**src/rtl/cp0_pkg.sv**
```systemverilog
// ============================================================================
// Module   : cp0_pkg
// Purpose  : CP0 register indices, field positions and exception codes.
// Revision : 1.0
// ============================================================================
`default_nettype none

package cp0_pkg;

    localparam logic [4:0] CP0_STATUS = 5'd12;
    localparam logic [4:0] CP0_CAUSE  = 5'd13;
    localparam logic [4:0] CP0_EPC    = 5'd14;

    localparam int STATUS_IE     = 0;
    localparam int STATUS_EXL    = 1;
    localparam int STATUS_IM_LSB = 10;
    localparam int CAUSE_EXC_LSB = 2;
    localparam int CAUSE_IP_LSB  = 10;

    localparam logic [4:0] EXC_INT = 5'd0;
    localparam logic [4:0] EXC_SYS = 5'd8;
    localparam logic [4:0] EXC_RI  = 5'd10;
    localparam logic [4:0] EXC_OV  = 5'd12;

endpackage

`default_nettype wire

```
**src/rtl/cp0_int_sync.sv**
```systemverilog
// ============================================================================
// Module   : cp0_int_sync
// Purpose  : Multi-flop synchronizer for level-sensitive external interrupts.
// Revision : 1.0
// ============================================================================
`default_nettype none

module cp0_int_sync #(
    parameter int WIDTH  = 6,
    parameter int STAGES = 2
) (
    input  logic             clk,
    input  logic             rst,
    input  logic [WIDTH-1:0] async_in,
    output logic [WIDTH-1:0] sync_out
);

    logic [STAGES-1:0][WIDTH-1:0] r_stage;

    always_ff @(posedge clk or posedge rst) begin
        if (rst) begin
            r_stage <= '0;
        end else begin
            r_stage <= {r_stage[STAGES-2:0], async_in};
        end
    end

    assign sync_out = r_stage[STAGES-1];

endmodule

`default_nettype wire

```
**src/rtl/cp0_exception_ctrl.sv**
```systemverilog
// ============================================================================
// Module   : cp0_exception_ctrl
// Purpose  : CP0 Status/Cause/EPC, interrupt/exception arbitration, mtc0/mfc0.
// Revision : 1.0
// ============================================================================
`default_nettype none

module cp0_exception_ctrl
    import cp0_pkg::*;
#(
    parameter int N_INT    = 6,
    parameter int SYNC_STG = 2
) (
    input  logic             clk,
    input  logic             rst,
    input  logic [31:0]      pc,
    input  logic             is_cop0,
    input  logic             mtc0,
    input  logic             eret,
    input  logic [4:0]       cp0_addr,
    input  logic [31:0]      wdata,
    output logic [31:0]      rdata,
    input  logic [N_INT-1:0] ext_int,
    input  logic             exc_ri,
    input  logic             exc_sys,
    input  logic             exc_ov,
    output logic             hasExp,
    output logic             isEret,
    output logic [31:0]      cp0_target_addr,
    output logic [31:0]      status_q
);

    logic             r_ie;
    logic             r_exl;
    logic [N_INT-1:0] r_im;
    logic [4:0]       r_exc_code;
    logic [31:0]      r_epc;

    logic [N_INT-1:0] w_ip;
    logic             w_int_req;
    logic             w_has_exp;
    logic             w_is_eret;
    logic             w_wr;
    logic [4:0]       w_exc_code;
    logic [31:0]      w_status;
    logic [31:0]      w_cause;
    logic             w_unused_ok;

    cp0_int_sync #(
        .WIDTH  (N_INT),
        .STAGES (SYNC_STG)
    ) u_int_sync (
        .clk      (clk),
        .rst      (rst),
        .async_in (ext_int),
        .sync_out (w_ip)
    );

    assign w_int_req = r_ie & ~r_exl & (|(w_ip & r_im));
    assign w_has_exp = w_int_req | exc_ri | exc_sys | exc_ov;
    assign w_is_eret = is_cop0 & eret & ~w_has_exp;
    assign w_wr      = is_cop0 & mtc0 & ~w_has_exp;

    // Fixed priority: interrupt > reserved instruction > syscall > overflow.
    always_comb begin
        w_exc_code = EXC_OV;
        if (w_int_req)    w_exc_code = EXC_INT;
        else if (exc_ri)  w_exc_code = EXC_RI;
        else if (exc_sys) w_exc_code = EXC_SYS;
    end

    always_comb begin
        w_status                                = '0;
        w_status[STATUS_IE]                     = r_ie;
        w_status[STATUS_EXL]                    = r_exl;
        w_status[STATUS_IM_LSB +: N_INT]        = r_im;
        w_cause                                 = '0;
        w_cause[CAUSE_EXC_LSB +: 5]             = r_exc_code;
        w_cause[CAUSE_IP_LSB +: N_INT]          = w_ip;
    end

    always_comb begin
        case (cp0_addr)
            CP0_STATUS: rdata = w_status;
            CP0_CAUSE:  rdata = w_cause;
            CP0_EPC:    rdata = r_epc;
            default:    rdata = '0;
        endcase
    end

    always_ff @(posedge clk or posedge rst) begin
        if (rst) begin
            r_ie       <= 1'b0;
            r_exl      <= 1'b0;
            r_im       <= '0;
            r_exc_code <= '0;
            r_epc      <= '0;
        end else if (w_has_exp) begin
            r_exc_code <= w_exc_code;
            r_exl      <= 1'b1;
            // A nested exception keeps the original return address.
            if (!r_exl) begin
                r_epc <= {pc[31:2], 2'b00};
            end
        end else begin
            if (w_is_eret) begin
                r_exl <= 1'b0;
            end
            if (w_wr) begin
                case (cp0_addr)
                    CP0_STATUS: begin
                        r_ie  <= wdata[STATUS_IE];
                        r_exl <= wdata[STATUS_EXL];
                        r_im  <= wdata[STATUS_IM_LSB +: N_INT];
                    end
                    CP0_EPC:  r_epc <= {wdata[31:2], 2'b00};
                    default:  ;
                endcase
            end
        end
    end

    assign hasExp          = w_has_exp;
    assign isEret          = w_is_eret;
    assign cp0_target_addr = r_epc;
    assign status_q        = w_status;
    assign w_unused_ok     = ^{pc[1:0], wdata};

endmodule

`default_nettype wire
```
**config.mk**
```make
export PLATFORM = sky130hd
export DESIGN_NAME = cp0_exception_ctrl
export DESIGN_NICKNAME = d
export VERILOG_FILES = /design/src/rtl/cp0_pkg.sv /design/src/rtl/cp0_int_sync.sv /design/src/rtl/cp0_exception_ctrl.sv
export SDC_FILE = /design/constraint.sdc
export NUM_CORES = 1
export LEC_CHECK = 0
export ABC_AREA = 0
export CAP_MARGIN = 5
export CORE_MARGIN = 2
export CORE_UTILIZATION = 34
export CTS_CLUSTER_DIAMETER = 150
export DETAILED_ROUTE_END_ITERATION = 6
export GPL_ROUTABILITY_DRIVEN = 0
export HOLD_SLACK_MARGIN = 0.08
export PLACE_DENSITY = 0.89
export SLEW_MARGIN = 20
export SYNTH_ARGS = -nofsm -noshare
export SYNTH_HDL_FRONTEND = slang
export SYNTH_SLANG_ARGS = --single-unit
export TNS_END_PERCENT = 5
```
**constraint.sdc**
```tcl
create_clock -name clk -period 1.53 [get_ports clk]
set_input_delay 0.306 -clock clk [delete_from_list [all_inputs] [get_ports clk]]
set_output_delay 0.306 -clock clk [all_outputs]
set_load 0.01 [all_outputs]
```
==> results.toml <==
[outcome]
status = "finished, violations left"
failed_checks = "negative setup slack"

[timing]
setup_viol_count_final = 62
finalCritPeriodShare_pct = 121
skew_ns = 0.00479
hold_viol = 0
worst_slew_pin_slew_ns = 0.586
slew_headroom_pct = 60.8
period_minus_slack_ns = 1.86
rsz0062_at_grt = "yes"
drv_slew = 0
maxClockFrequency_ghz = 0.539
worst_slack_ns = -0.325

[setup_path]
cp_slowest_cell = "dfrtp_1"
worstSetupPathType = "register to primary output"
required_ns = 1.22
startpoint_type = "register"
worstSetupEndpointType = "primary output"
crit_path_cell_trace = "buf_4, a311oi_4, nor2_4, inv_2, buf_4, buf_6"
path_max_fanout = 2
regToRegSetupSlack_ns = -0.33
critPathArrivalTime_ns = 1.55
max_stage_delay_ns = 0.41
cp_common_cell = "buf_4"
critPathTopFamily = "buffers and inverters"
path_buf_inv = 4

[grt]
overflow = 0
grt_usage_pct = 22.0
grt_max_degree = 54
grt_pass1_vias = 3063
grt_pass1_wl_um = 16400
antenna_found_initial = 1

[detailed_routing]
drt_iter0_drc = 53
vias = 2910
ant_nets = 0
avgViaCountPerCell = 5.12
drc = 0
wirelength_um = 10300
wl_per_cell_um = 18.1
drtPass1Iterations = 6

[clock_tree]
numCtsBuffers = 5
cts_max_path_buffers = 2
cts_tree = "done"
path_clk_slew_ns = 0.10
cts.htree.levels = 2
cts-root-buf = "clkbuf_8"
cts_hold_repair.buffers = 0
cts_sinks = 53
clk_latency_ns = 0.30

[power]
powerDensity_nw_per_um2 = 806
clockPowerShare_pct = 24.6
leakage_nw = 2.18
pwr-share-seq_pct = 45.6
pwr-share-comb_pct = 29.8
switching_power_mw = 1.11
p_int_mw = 2.82
p_sw_share_pct = 28.2
ir_drop_uv = 356

[logic_synthesis]
synthTopCellsByArea = "dfrtp_1, o221a_1, buf_4, o21ai_0, nor2_1"
postSynthRegisterBits = 53
async_flop_share_pct = 100
synth_edf_count = 0
synthFlopType = "dfrtp_1"
yosysWarnings = 0
synthDistinctLibCells = 33
syn_inst = 277
syn_avg_cell_area_sq_um = 10.5
ys_seq_area_share_pct = 45.5
synth.largest_area_cell = "dfrtp_1"
netlist.area_leader.share_pct = 45.5
netlist_area_sq_um = 2920

[finish]
synthToLayoutAreaGrowth_pct = 67.2
nets = 544
final_layout_size_suffix_gt1_share_pct = 26.0
fillCellCount = 725
design_area_sq_um = 4870

[floorplan]
rows = 33
core_sq_um = 8260
die_y_um = 96.6
start_util_pct = 35.3
die_x_um = 96.6
die-area_sq_um = 9330
io_pins = 181

[place]
placement.io_buffers = 152
preCtsSetupSlack_ns = -0.810
placed_cell_area_sq_um = 4620
place_hpwl_um = 6910

[worst_hold_path]
hp-class = "register to register"

[run]
cap_viol_max_count = 0
## cells in the mapped netlist, types with 2 or more instances
cell type	instances
a22o_1	3
a22oi_4	3
and2_1	21
buf_2	3
buf_4	31
buf_6	3
clkbuf_1	9
dfrtp_1	53
dlymetal6s2s_1	2
inv_1	3
mux2_1	7
mux2i_1	6
nand2_1	10
nand4b_1	2
nor2_1	39
o21ai_0	36
o221a_1	30
## cell usage in the layout (no fill, tap or decap), types with 2 or more instances in the layout
master / n
nor2_1: 36
clkdlybuf4s50_1: 73
clkbuf_8: 5
buf_4: 28
nand4b_1: 2
buf_12: 3
inv_2: 3
conb_1: 26
o21ai_1: 5
buf_16: 3
nor2_4: 3
clkinvlp_4: 2
buf_2: 26
dfrtp_2: 3
a22oi_4: 3
o221a_1: 30
o21ai_0: 31
buf_8: 2
mux2_1: 7
a22o_1: 3
buf_6: 14
and2_4: 2
mux2i_1: 6
dfrtp_1: 50
and2_1: 19
dlygate4sd2_1: 39
nor3_4: 2
a211o_4: 3
clkdlybuf4s15_2: 6
nand2_1: 10
## power groups by stage
stage | Sequential [mW] | Combinational [mW] | Clock, mW
final | 1.79 | 1.17 | 0.965
after global routing | 1.82 | 1.25 | 1.06
after CTS | 1.79 | 1.18 | 0.987
after detailed placement | 1.82 | 1.30 | 0
after global placement | 1.81 | 1.27 | 0
after floorplan | 1.89 | 0.416 | 0
## through the flow
stage	setup TNS [ns]	util [%]	hold slack, ns	cells	power [mW]
5_1_grt	-16.45	59.0	0.374	568	4.12
3_5_place_dp	-53.95	55.9	0.336	546	3.12
4_1_cts	-13.51	58.6	0.360	567	3.95
3_3_place_gp	-50.62	55.9	0.332	546	3.08
2_1_floorplan	-1.01	-	0.331	302	2.31
6_report	-13.22	59.0	0.358	568	3.93
## worst paths after layout
kind	startpoint	end	cells after the start
worst min-delay path	u_int_sync.r_stage[4]$_DFF_PP0_	u_int_sync.sync_out[4]$_DFF_PP0_	0
worst min register to register	u_int_sync.r_stage[4]$_DFF_PP0_	u_int_sync.sync_out[4]$_DFF_PP0_	0
worst max register to register	r_im[5]$_DFFE_PP0P_	cp0_target_addr[28]$_DFFE_PP0P_	5
min in group asynchronous	rst	cp0_target_addr[26]$_DFFE_PP0P_	3
max in group asynchronous	rst	r_im[0]$_DFFE_PP0P_	3
worst max-delay path	r_exl$_DFF_PP0_	hasExp	6
## sequential cells by signal, summed over array words and instances, names as in the netlist
register             cells
u_int_sync.sync_out      6
r_ie                     1
r_exl                    1
r_exc_code               3
u_int_sync.r_stage       6
cp0_target_addr         30
r_im                     6
## routing by layer
layer	GRT usage, %	part of all wire [%]
met5	0	0
met4	5.42	1.4
met3	4.77	6.6
met2	40.5	53
met1	25.9	39
## what timing repair did
action,4_1_cts,5_1_grt
gates resized for setup,224,14
cloned,6,0
endpoints found under the setup margin,109,71
buffers inserted,7,0
endpoints found under the hold margin,0,0
pin swaps,17,5
## logic make-up (layout without fill, tap and decap cells)
logic type,after synthesis,count (layout),synth area share (%)
mux,13,13,4.76
compound gates,77,80,23.1
simple gates,81,81,14.3
flops,53,53,45.5
buf+inv,52,209,12.2
other cells,1,27,0.129
## cell type report
type | count | area (sq um) | area share, %
Antenna cell | 1 | 2.50 | 0.0513
Clock buffer | 5 | 68.8 | 1.41
Clock inverter | 3 | 46.3 | 0.950
Inverter | 4 | 18.8 | 0.385
Multi-Input combinational cell | 200 | 1440 | 29.6
Sequential cell | 53 | 1330 | 27.3
Tap cell | 105 | 131 | 2.70
Timing Repair Buffer | 197 | 1840 | 37.7
Power figures use the tool's default switching activity.
==> RTL edit 1, RTL diff (same settings) <==
Put a register stage on the outputs `hasExp`, `isEret` and `status_q`, cleared by the reset. The values now appear one clock later. The other outputs are not delayed to match.
--- a/src/rtl/cp0_exception_ctrl.sv
+++ b/src/rtl/cp0_exception_ctrl.sv
@@ -122,6 +122,14 @@
 
-    assign hasExp          = w_has_exp;
-    assign isEret          = w_is_eret;
     assign cp0_target_addr = r_epc;
-    assign status_q        = w_status;
+    always_ff @(posedge clk or posedge rst) begin
+        if (rst) begin
+            hasExp   <= '0;
+            isEret   <= '0;
+            status_q <= '0;
+        end else begin
+            hasExp   <= w_has_exp;
+            isEret   <= w_is_eret;
+            status_q <= w_status;
+        end
+    end
     assign w_unused_ok     = ^{pc[1:0], wdata};
Behaviour: not the same (a bounded check fails within 4 cycles, from zero or initial values and one cycle with rst high).
==> RTL edit 1 against the original RTL <==
The flow still finishes with violations (setup timing); power up 35%; final area up 12%; area after synthesis grew 12%; worst setup slack improved by 160 ps; wire length increased by 7.8%; sequential cell count rose by 10; synthesized cell count rose by 5.8%; critical path depth is 1 lower; die area is 12% higher; critical path type is now reg2reg; critical endpoint is now cp0_target_addr[4]; largest cell class unchanged; largest power group unchanged.
==> RTL edit 1: results (changes against the original RTL) <==
final wirelength=11,100 um (+7.8%); outcome=complete, but fails checks; hold endpoint=r_exc_code[2]; share of the synthesized area in the top cell type=48.3% (+2.8 points); NumNets Final=561 (+3.1%); skew final=6.09 ps (+1.30 ps); P_leak=2.85 nW (+30%); worst skew pair latency=340 ps (+40 ps); 1st-iter DRT viols=139 (+160%); first-pass GRT wire length=16,800 um (+3.0%); Seq group=2.07 mW (+16%); antenna fix cells=0 (-1); R2R Path End=cp0_target_addr[4]; global routing usage on met3=5.54% (+0.77 points); initial antenna violation count=0 (-1); Hold Crit Class=in2reg; post-synthesis sequential area ratio=48.3% (+2.8 points); Final WS setup=-163 ps (+162 ps); largest net degree at the start of global routing=32 (-41%); Net Sw Frac=28.4% (+0.22 points); post-CTS setup buffer count=9 (+2); final setup TNS=-2890 ps (+10,330 ps); CP max FO=16 (+14); Hold Path Cell Cnt=2 (+2); vias in the first global route=3,165 (+3.3%); H-tree levels=3 (+1); P_comb=1.37 mW (+17%); DRT Pass-1 Iters=4 (-2); mux cell area share after synthesis=13.4% (+8.7 points); hold path start=exc_sys; failing checks=setup timing; Placed Area=5080 sq um (+9.9%); Post-CTS Resized=204 (-8.9%); DPL Wire Length=7730 um (+12%); vias=3,041 (+4.5%); M1 GR Usage=26.7% (+0.80 points); Total GRT Usage=21.5% (-0.47 points); Num CTS Buffers=9 (+4); setup violators final=44 (-29%); Synth Area in Compound Gates=18.6% (-4.6 points); slowest CP cell=a311o_2; kind of critical path=reg2reg; GR met2 Demand/Resource=37.0% (-3.6 points)
==> RTL edit 1: critical path: cells and delay by family (launching register included) <==
kind | cells | cell delay [ps]
buffers and inverters | 1 | 160
AOI/OAI and AO/OA | 4 | 1000
DFF | 1 | 410
==> RTL edit 1: layer usage <==
layer,vias up,share of wire (%)
met3,10,6.3
met5,-,0
met2,143,52
met4,0,0.93
li1,1377,-
met1,1511,41
==> RTL edit 1: per-stage QoR <==
stage / worst slack (ps) / util [%] / hold slack (ps) / cells
after detailed placement: -819 / 54.7 / 340 / 582
after CTS: -179 / 58.0 / 271 / 610
after global routing: -215 / 59.0 / 238 / 612
final: -163 / 59.0 / 244 / 612
after global placement: -766 / 54.7 / 334 / 582
after floorplan: -121 / - / 331 / 318
==> RTL edit 1: final cells by class <==
type,count,area [sq um]
Timing Repair Buffer,199,1900
Inverter,4,18.8
Clock inverter,7,128
Clock buffer,9,124
Sequential cell,63,1580
Fill cell,781,3810
Tap cell,129,161
Multi-Input combinational cell,201,1570
==> RTL edit 2, RTL diff (config.mk and constraints unchanged) <==
Made on the original files. The package constant `STATUS_IM_LSB` goes from 10 to 11.
--- a/src/rtl/cp0_pkg.sv
+++ b/src/rtl/cp0_pkg.sv
@@ -15,3 +15,3 @@
     localparam int STATUS_EXL    = 1;
-    localparam int STATUS_IM_LSB = 10;
+    localparam int STATUS_IM_LSB = 11;
     localparam int CAUSE_EXC_LSB = 2;
Check against the original RTL: not equivalent (a bounded check fails within 4 cycles, from zero or initial values and one cycle with rst high).
==> RTL edit 2 against the original RTL <==
The run still ends with setup timing left; synthesized cell count decreased by 0.36%; power decreased by 2.2%; die area is 0.58% lower; area after synthesis decreased by 0.60%; register-to-register slack improved by 30 ps; highest routed layer unchanged; hold slack lost 1.3 ps; sequential cell count unchanged; final area grew 2.2%; core utilization rose by 1.3 points; wire length grew 5.6%; critical path depth stayed put; worst setup slack better by 2.1 ps; critical path type unchanged.
==> RTL edit 2: results (changes against the original RTL) <==
outcome=complete, but fails checks; failing checks=setup timing; setup violators final=69 (+11%); Final WS setup=-323 ps (+2.15 ps); layout cells sized above 1=29.4% (+3.5 points); vias=2,959 (+1.7%); Net Sw Frac=30.2% (+2.0 points); FF-to-FF Start=u_int_sync.sync_out[5]; routed wl met3=857 um (+27%); routed wl met2=5580 um (+3.2%); worst vdd ir=0.534 mV (+50%); Post-CTS Resized=249 (+11%); antenna fix cells=0 (-1); global routing usage on met3=4.93% (+0.16 points); first-pass GRT wire length=16,300 um (about the same); final setup TNS=-14,350 ps (-1130 ps); GR met2 Demand/Resource=43.1% (+2.6 points); P_comb=1.18 mW; Synth top cells by count=dfrtp_1, nor2_1, o21ai_0; hold path start=u_int_sync.r_stage[3]; Worst Max-Slew Pin Slew=626 ps (+39.6 ps); R2R Path End=cp0_target_addr[18]; DPL Wire Length=7040 um (+1.9%); M1 wire length=4210 um (+4.2%); Unique masters post-synth=32 (-3.0%); 1st-iter DRT viols=95 (+79%); P_leak=2.26 nW (+3.5%); Placement Setup Slack=-889 ps (-78.5 ps); post-CTS setup buffer count=10 (+3); initial antenna violation count=0 (-1); worst skew pair latency=320 ps (+20 ps); NumNets Final=551 (+1.3%); DRT Pass-1 Iters=4 (-2); cells on worst reg2reg path=6 (+1); Placed Area=4630 sq um (+0.14%); WL/cell=18.9 um (+4.5%); synth top area cells=dfrtp_1, o221a_1, buf_4; skew final=11.2 ps (+6.38 ps); hold endpoint=u_int_sync.sync_out[3]; M1 GR Usage=28.1% (+2.2 points); internal power=2.68 mW (-4.9%); post-synthesis sequential area ratio=45.8% (+0.28 points); r2r setup slk=-300 ps (+30 ps); largest net degree at the start of global routing=34 (-37%); Total GRT Usage=23.7% (+1.7 points)
-- RTL edit 2: cell count changes in the layout (fill, tap and decap cells not counted), sizes merged, moves of 2 or more --
cell	change
buf	+15
clkdlybuf4s50	+2
clkdlybuf4s15	-4
dlygate4sd2	-4
inv	+2
-- RTL edit 2: cell type report --
cell class              instances  area (sq um)
clock buffers                   5          68.8
clock inverters                 3          28.8
fillers                       682          3280
inverters                       4          18.8
multi-input cells             199          1480
flip-flops and latches         53          1330
well taps                     105           131
repair buffers                205          1920
-- RTL edit 2: logic make-up (layout without fill, tap and decap cells) --
kind of cell	count (synthesis)	after routing	synth area share [%]
flip-flops	53	53	45.8
multiplexers	13	13	4.79
buffers and inverters	52	217	11.7
AND/OR/NAND/NOR	80	80	14.2
other	1	26	0.129
AO/OA/AOI/OAI	77	80	23.4
-- RTL edit 2: worst max-delay path: stages (launching register included) --
cell and delay [ps]:
dfrtp_1 430, a22oi_4 270, a311oi_4 140, nor2_4 120, inv_2 50, buf_6 100
buf_6 110
